### src/rtl/std_cache_pkg.sv
// ============================================================================
// Module      : std_cache_pkg
// Description : Shared cache-subsystem types and constants: the flush
//               controller state encoding and the flush requester indices.
// Revision    : 1.0 - initial release
// ============================================================================
`default_nettype none

package std_cache_pkg;

    // Flush controller sequencing states
    typedef enum logic [1:0] {
        IDLE  = 2'd0,
        DRAIN = 2'd1,
        FLUSH = 2'd2,
        DONE  = 2'd3
    } flush_ctrl_state_t;

    // Bit positions of the individual flush requesters
    localparam int FLUSH_FENCE  = 0;
    localparam int FLUSH_FENCEI = 1;
    localparam int FLUSH_CSR    = 2;

endpackage : std_cache_pkg

`default_nettype wire

### src/rtl/dcache_flush_ctrl_watchdog.sv
// ============================================================================
// Module      : flush_watchdog
// Description : Saturating cycle counter guarding the FLUSH phase. Produces a
//               single expire pulse when the count reaches its last value and
//               then holds there until cleared.
// Revision    : 1.0 - initial release
// ============================================================================
`default_nettype none

module flush_watchdog #(
    parameter int TIMEOUT_CYCLES = 4096
) (
    input  logic clk,
    input  logic rst_n,
    input  logic i_clear,
    input  logic i_enable,
    output logic o_expire
);

    localparam int                CNT_W  = $clog2(TIMEOUT_CYCLES);
    localparam logic [CNT_W-1:0]  c_LAST = CNT_W'(TIMEOUT_CYCLES - 1);

    logic [CNT_W-1:0] r_count;
    logic             r_fired;

    // Count enabled cycles, stop at the last value and remember the pulse was given
    always_ff @(posedge clk or negedge rst_n) begin
        if (!rst_n) begin
            r_count <= '0;
            r_fired <= 1'b0;
        end else if (i_clear) begin
            r_count <= '0;
            r_fired <= 1'b0;
        end else if (i_enable) begin
            if (r_count == c_LAST) begin
                r_fired <= 1'b1;
            end else begin
                r_count <= r_count + 1'b1;
            end
        end
    end

    // Pulse exactly once, in the enabled cycle that sits on the last count
    assign o_expire = i_enable & (r_count == c_LAST) & ~r_fired;

endmodule : flush_watchdog

`default_nettype wire

### src/rtl/dcache_flush_ctrl.sv
// ============================================================================
// Module      : dcache_flush_ctrl
// Description : Arbitrates flush requests from several requesters, drains the
//               write buffer, issues a single dcache flush per batch and
//               returns per-requester completion pulses. Requests arriving
//               while the flush is in flight are batched for a follow-up pass.
// Revision    : 1.0 - initial release
// ============================================================================
`default_nettype none

module dcache_flush_ctrl
    import std_cache_pkg::*;
#(
    parameter int NR_REQ         = 3,
    parameter int TIMEOUT_CYCLES = 4096
) (
    input  logic              clk_i,
    input  logic              rst_ni,
    input  logic [NR_REQ-1:0] flush_req_i,
    output logic [NR_REQ-1:0] flush_done_o,
    input  logic              wbuffer_empty_i,
    output logic              dcache_flush_o,
    input  logic              dcache_flush_ack_i,
    output logic              stall_o,
    output logic              timeout_o,
    output logic              busy_o
);

    flush_ctrl_state_t r_state;
    logic [NR_REQ-1:0] r_active;    // requesters covered by the current flush
    logic [NR_REQ-1:0] r_pending;   // requesters queued for the next flush
    logic [NR_REQ-1:0] r_serviced;  // done already given, waiting for request to drop
    logic [NR_REQ-1:0] r_done;

    logic [NR_REQ-1:0] w_fresh;
    logic              w_wd_clear;
    logic              w_wd_enable;

    // A request is eligible only once its previous completion has been acknowledged by a low level
    assign w_fresh     = flush_req_i & ~r_serviced;
    assign w_wd_clear  = (r_state == DRAIN) && wbuffer_empty_i;
    assign w_wd_enable = (r_state == FLUSH);

    // Main sequencer: request capture, drain, flush, completion and batching
    always_ff @(posedge clk_i or negedge rst_ni) begin
        if (!rst_ni) begin
            r_state    <= IDLE;
            r_active   <= '0;
            r_pending  <= '0;
            r_serviced <= '0;
            r_done     <= '0;
        end else begin
            r_done     <= '0;
            r_serviced <= (r_serviced & flush_req_i)
                        | ((r_state == DONE) ? r_active : '0);
            case (r_state)
                IDLE: begin
                    if (|w_fresh) begin
                        r_active <= w_fresh;
                        r_state  <= DRAIN;
                    end
                end
                DRAIN: begin
                    // Late arrivals still ride on this flush
                    r_active <= r_active | w_fresh;
                    if (wbuffer_empty_i) begin
                        r_state <= FLUSH;
                    end
                end
                FLUSH: begin
                    // The dcache is already flushing; newcomers need a second pass
                    r_pending <= r_pending | (w_fresh & ~r_active);
                    if (dcache_flush_ack_i) begin
                        r_done  <= r_active;
                        r_state <= DONE;
                    end
                end
                DONE: begin
                    if (|r_pending) begin
                        r_active  <= r_pending;
                        r_pending <= '0;
                        r_state   <= DRAIN;
                    end else begin
                        r_active  <= '0;
                        r_state   <= IDLE;
                    end
                end
                default: begin
                    r_state <= IDLE;
                end
            endcase
        end
    end

    flush_watchdog #(
        .TIMEOUT_CYCLES (TIMEOUT_CYCLES)
    ) u_watchdog (
        .clk      (clk_i),
        .rst_n    (rst_ni),
        .i_clear  (w_wd_clear),
        .i_enable (w_wd_enable),
        .o_expire (timeout_o)
    );

    // Outputs decode registered state only, so no input reaches them combinationally
    assign busy_o         = (r_state != IDLE);
    assign stall_o        = (r_state != IDLE);
    assign dcache_flush_o = (r_state == FLUSH);
    assign flush_done_o   = r_done;

endmodule : dcache_flush_ctrl

`default_nettype wire
### config.mk
export PLATFORM = sky130hd
export DESIGN_NAME = dcache_flush_ctrl
export DESIGN_NICKNAME = d
export VERILOG_FILES = /design/src/rtl/std_cache_pkg.sv /design/src/rtl/dcache_flush_ctrl_watchdog.sv /design/src/rtl/dcache_flush_ctrl.sv
export SDC_FILE = /design/constraint.sdc
export NUM_CORES = 1
export LEC_CHECK = 0
export ABC_AREA = 1
export BUFFER_PORTS_ARGS = -buffer_cell sky130_fd_sc_hd__buf_2
export CORE_ASPECT_RATIO = 2
export CORE_UTILIZATION = 58
export CTS_CLUSTER_DIAMETER = 120
export CTS_CLUSTER_SIZE = 25
export DETAILED_ROUTE_END_ITERATION = 8
export PLACE_DENSITY = 0.89
export RECOVER_POWER = 25
export SLEW_MARGIN = 40
export SYNTH_ARGS = -nofsm -noshare
export SYNTH_HDL_FRONTEND = slang
export SYNTH_SLANG_ARGS = --single-unit
export TNS_END_PERCENT = 20
### constraint.sdc
create_clock -name clk_i -period 2.05 [get_ports clk_i]
set_clock_uncertainty 0.2 [all_clocks]
set_input_delay 0.41 -clock clk_i [delete_from_list [all_inputs] [get_ports clk_i]]
set_output_delay 0.41 -clock clk_i [all_outputs]
set_load 0.01 [all_outputs]
==> out/qor.yml <==
outcome:
  status: "finished, violations left"
  violations: "setup timing"
drt:
  first_pass_iters: 4
  drt-total-wl_um: 3628
  drt_iter0_drc: 53
  ant_nets: 0
  wl_per_cell_um: 13.59
  routed-via-count: 1469
  drc: 0
  via_per_inst: 5.502
clock_tree:
  cts_buffer_depth: 2
  cts_root_buffer: "clkbuf_8"
  cts_buffers: 3
  clkTransAtPathRegs_ns: 0.09
  cts.sinks: 27
  clk_latency_ns: 0.28
  htree_levels: 1
  cts_tree: "done"
placed_design:
  globalplace.congestion: 0.7684
  place_ws_ns: 0.1568
  hpwl_um: 2725
  io_buffer_count: 13
sta:
  final-hold-violation-count: 0
  rsz0062_at_grt: "yes"
  setup_viol: 1
  slew_viol_final: 0
  worst_slew_pin_slew_ns: 0.6867
  period_minus_slack_ns: 2.084
  timing.fmax_mhz: 479.7
  fin_crit_sh_pct: 101.7
  layout_setup_ws_ns: -0.03450
  slew_headroom_pct: 54.22
power_and_ir_drop:
  p_sw_mw: 0.9943
  cell_internal_pwr_mw: 1.181
  peakVddDrop_uv: 774.8
  leakagePower_nw: 0.9459
  pwr_density_cell_nw_per_um2: 1187
  combinationalPowerShare_pct: 48.4
  switching_share_pct: 45.70
  pwr-share-clk_pct: 14.1
  p_seq_share_pct: 37.6
hold_path:
  holdPathStages: 3
  min_to: "r_serviced[0]"
  min_from: "flush_req_i[0]"
  hold_path.class: "in -> reg"
finish:
  antenna_cells: 0
  nets: 253
  n_fill_cell: 213
  area_growth_pct: 15.08
  layout-drive-gt1-share_pct: 22.18
  utilization_pct: 71.32
synthesis:
  synth_top_area_share_pct: 42.42
  yosys_register_bits: 27
  synthesis.nets: 226
  ys_warn_count: 0
  synth.distinct_cells: 24
  syn_area_sq_um: 1593
  synth_top_area_cell: "dfrtp_1"
  netlist_instances: 213
  ys_top_cells_by_area: "dfrtp_1 42%, nand2_1 15%, inv_1 7.5%"
  syn_area_per_cell_sq_um: 7.478
  seq_area_frac_synth_pct: 42.42
critical_path:
  critPathCaptureType: "primary output"
  ff2ff_setup_slack_ns: 0.03
  r2r_end: "u_watchdog.r_count[8]"
  cp.required_ns: 1.44
  worstPathArrival_ns: 1.47
  crit_path_start_kind: "flop"
  cp_max_fo: 4
  worstRegToRegCells: 12
  critPathKind: "reg -> out"
  timing.rr.start: "u_watchdog.r_count[1]"
die:
  die_area_sq_um: 2972
  io_pins: 14
  start_util_pct: 61.98
  die_w_um: 39.06
  core-area_sq_um: 2570
  placementRows: 26
  die_h_um: 76.11
grt:
  overflow: 0
  grt_pass1_vias: 1419
  antenna_found_initial: 0
  grt_usage_pct: 28.15
  grt_pass1_wl_um: 5920
  grt_max_degree: 28
run:
  max_cap_violations: 0
## sequential cells by signal, summed over array words and instances (netlist names)
signal,flops
flush_done_o,3
r_active,3
r_pending,3
r_serviced,3
r_state,2
u_watchdog.r_count,12
u_watchdog.r_fired,1
## power by group through the flow
stage          clock (mW)  sequential (mW)  combinational (mW)
2_1_floorplan           0            0.799               0.794
3_3_place_gp            0            0.816               0.992
3_5_place_dp            0            0.820                1.02
4_1_cts             0.312            0.812                1.03
5_1_grt             0.335            0.839                1.18
6_report            0.306            0.818                1.05
## Yosys cell counts (all sizes together)
| cell type | number |
|---|---|
| nor2 | 20 |
| dfrtp | 27 |
| nand3 | 16 |
| o21bai | 1 |
| nor3 | 3 |
| nand4 | 8 |
| nor3b | 1 |
| or2 | 1 |
| o221ai | 3 |
| inv | 34 |
| buf | 2 |
| o22ai | 1 |
| xor2 | 2 |
| o21ai | 17 |
| ha | 6 |
| nand2 | 70 |
| a21oi | 1 |
## worst max-delay path, cell delays in order, from the launching register on
cell     delay, ns
dfrtp_1       0.40
ha_2          0.20
nand4_1       0.13
nor2_2        0.15
nand3_2       0.09
nor2_2        0.10
buf_2         0.12
## cells by family (layout without fill, tap and decap cells)
kind of cell	Yosys count	in the layout	share of synthesized area, %
AO/OA/AOI/OAI	23	23	9.348
XOR/XNOR	2	2	1.100
adder cells (fa/ha/maj)	6	6	4.713
buffers and inverters	36	62	9.191
flip-flops	27	27	42.42
AND/OR/NAND/NOR	119	119	33.23
## cell type report
type	count	area [sq um]	share of cell area [%]
Sequential cell	27	675.6	36.86
Clock inverter	1	5.005	0.2730
Tap cell	28	35.03	1.911
Inverter	34	127.6	6.962
Multi-Input combinational cell	150	798.3	43.55
Clock buffer	3	41.29	2.253
Timing Repair Buffer	24	150.1	8.191
## cells in the final DEF, fill, tap and decap left out, types with 4 or more instances in the layout
cell type / synthesis / routed
nor2_2: 3 / 5
dfrtp_1: 27 / 27
o21ai_0: 10 / 10
nand4_1: 8 / 8
o21ai_2: 5 / 5
buf_4: 1 / 10
nor2_1: 17 / 15
ha_1: 6 / 4
nand2_2: 8 / 9
inv_1: 32 / 32
nand2_1: 62 / 61
nand3_1: 15 / 14
buf_2: 0 / 12
## repair_timing
action,in CTS,in global routing
endpoints found under the setup margin,1,1
pin swaps,3,3
hold buffers,1,0
gates resized for setup,3,4
hold endpoints to repair,27,0
setup buffers,7,1
## layer usage
layer  vias up  track usage, %  share of wire (%)
li1        726               -                  -
met1       688           26.64                 34
met2        44           52.83                 60
met3        11           2.915                3.3
met4         0           13.79                3.3
met5         -               0                  0
## per-stage QoR
| step | setup TNS (ns) | hold WS [ns] | area (sq um) | total power [mW] | instances |
|---|---|---|---|---|---|
| 2_1_floorplan | 0 | -0.08559 | 1593 | 1.593 | 213 |
| 3_3_place_gp | 0 | 0.2539 | 1689 | 1.808 | 254 |
| 3_5_place_dp | 0 | 0.2528 | 1689 | 1.838 | 254 |
| 4_1_cts | -0.03375 | 0.1760 | 1805 | 2.157 | 266 |
| 5_1_grt | -0.1498 | 0.2056 | 1833 | 2.357 | 267 |
| 6_report | -0.03450 | 0.1770 | 1833 | 2.176 | 267 |
## how the worst max path moves through the flow
stage | from | endpoint | depth (start not counted) | slack, ns
floorplan | u_watchdog.r_count[1] | timeout_o | 5 | 0.27
global placement | r_state[0] | timeout_o | 5 | 0.22
detailed placement | u_watchdog.r_count[1] | timeout_o | 6 | 0.16
CTS | u_watchdog.r_count[1] | timeout_o | 6 | -0.03
finish | u_watchdog.r_count[1] | timeout_o | 6 | -0.03
global route | u_watchdog.r_count[1] | timeout_o | 6 | -0.11
(Power assumes the default switching activity.)
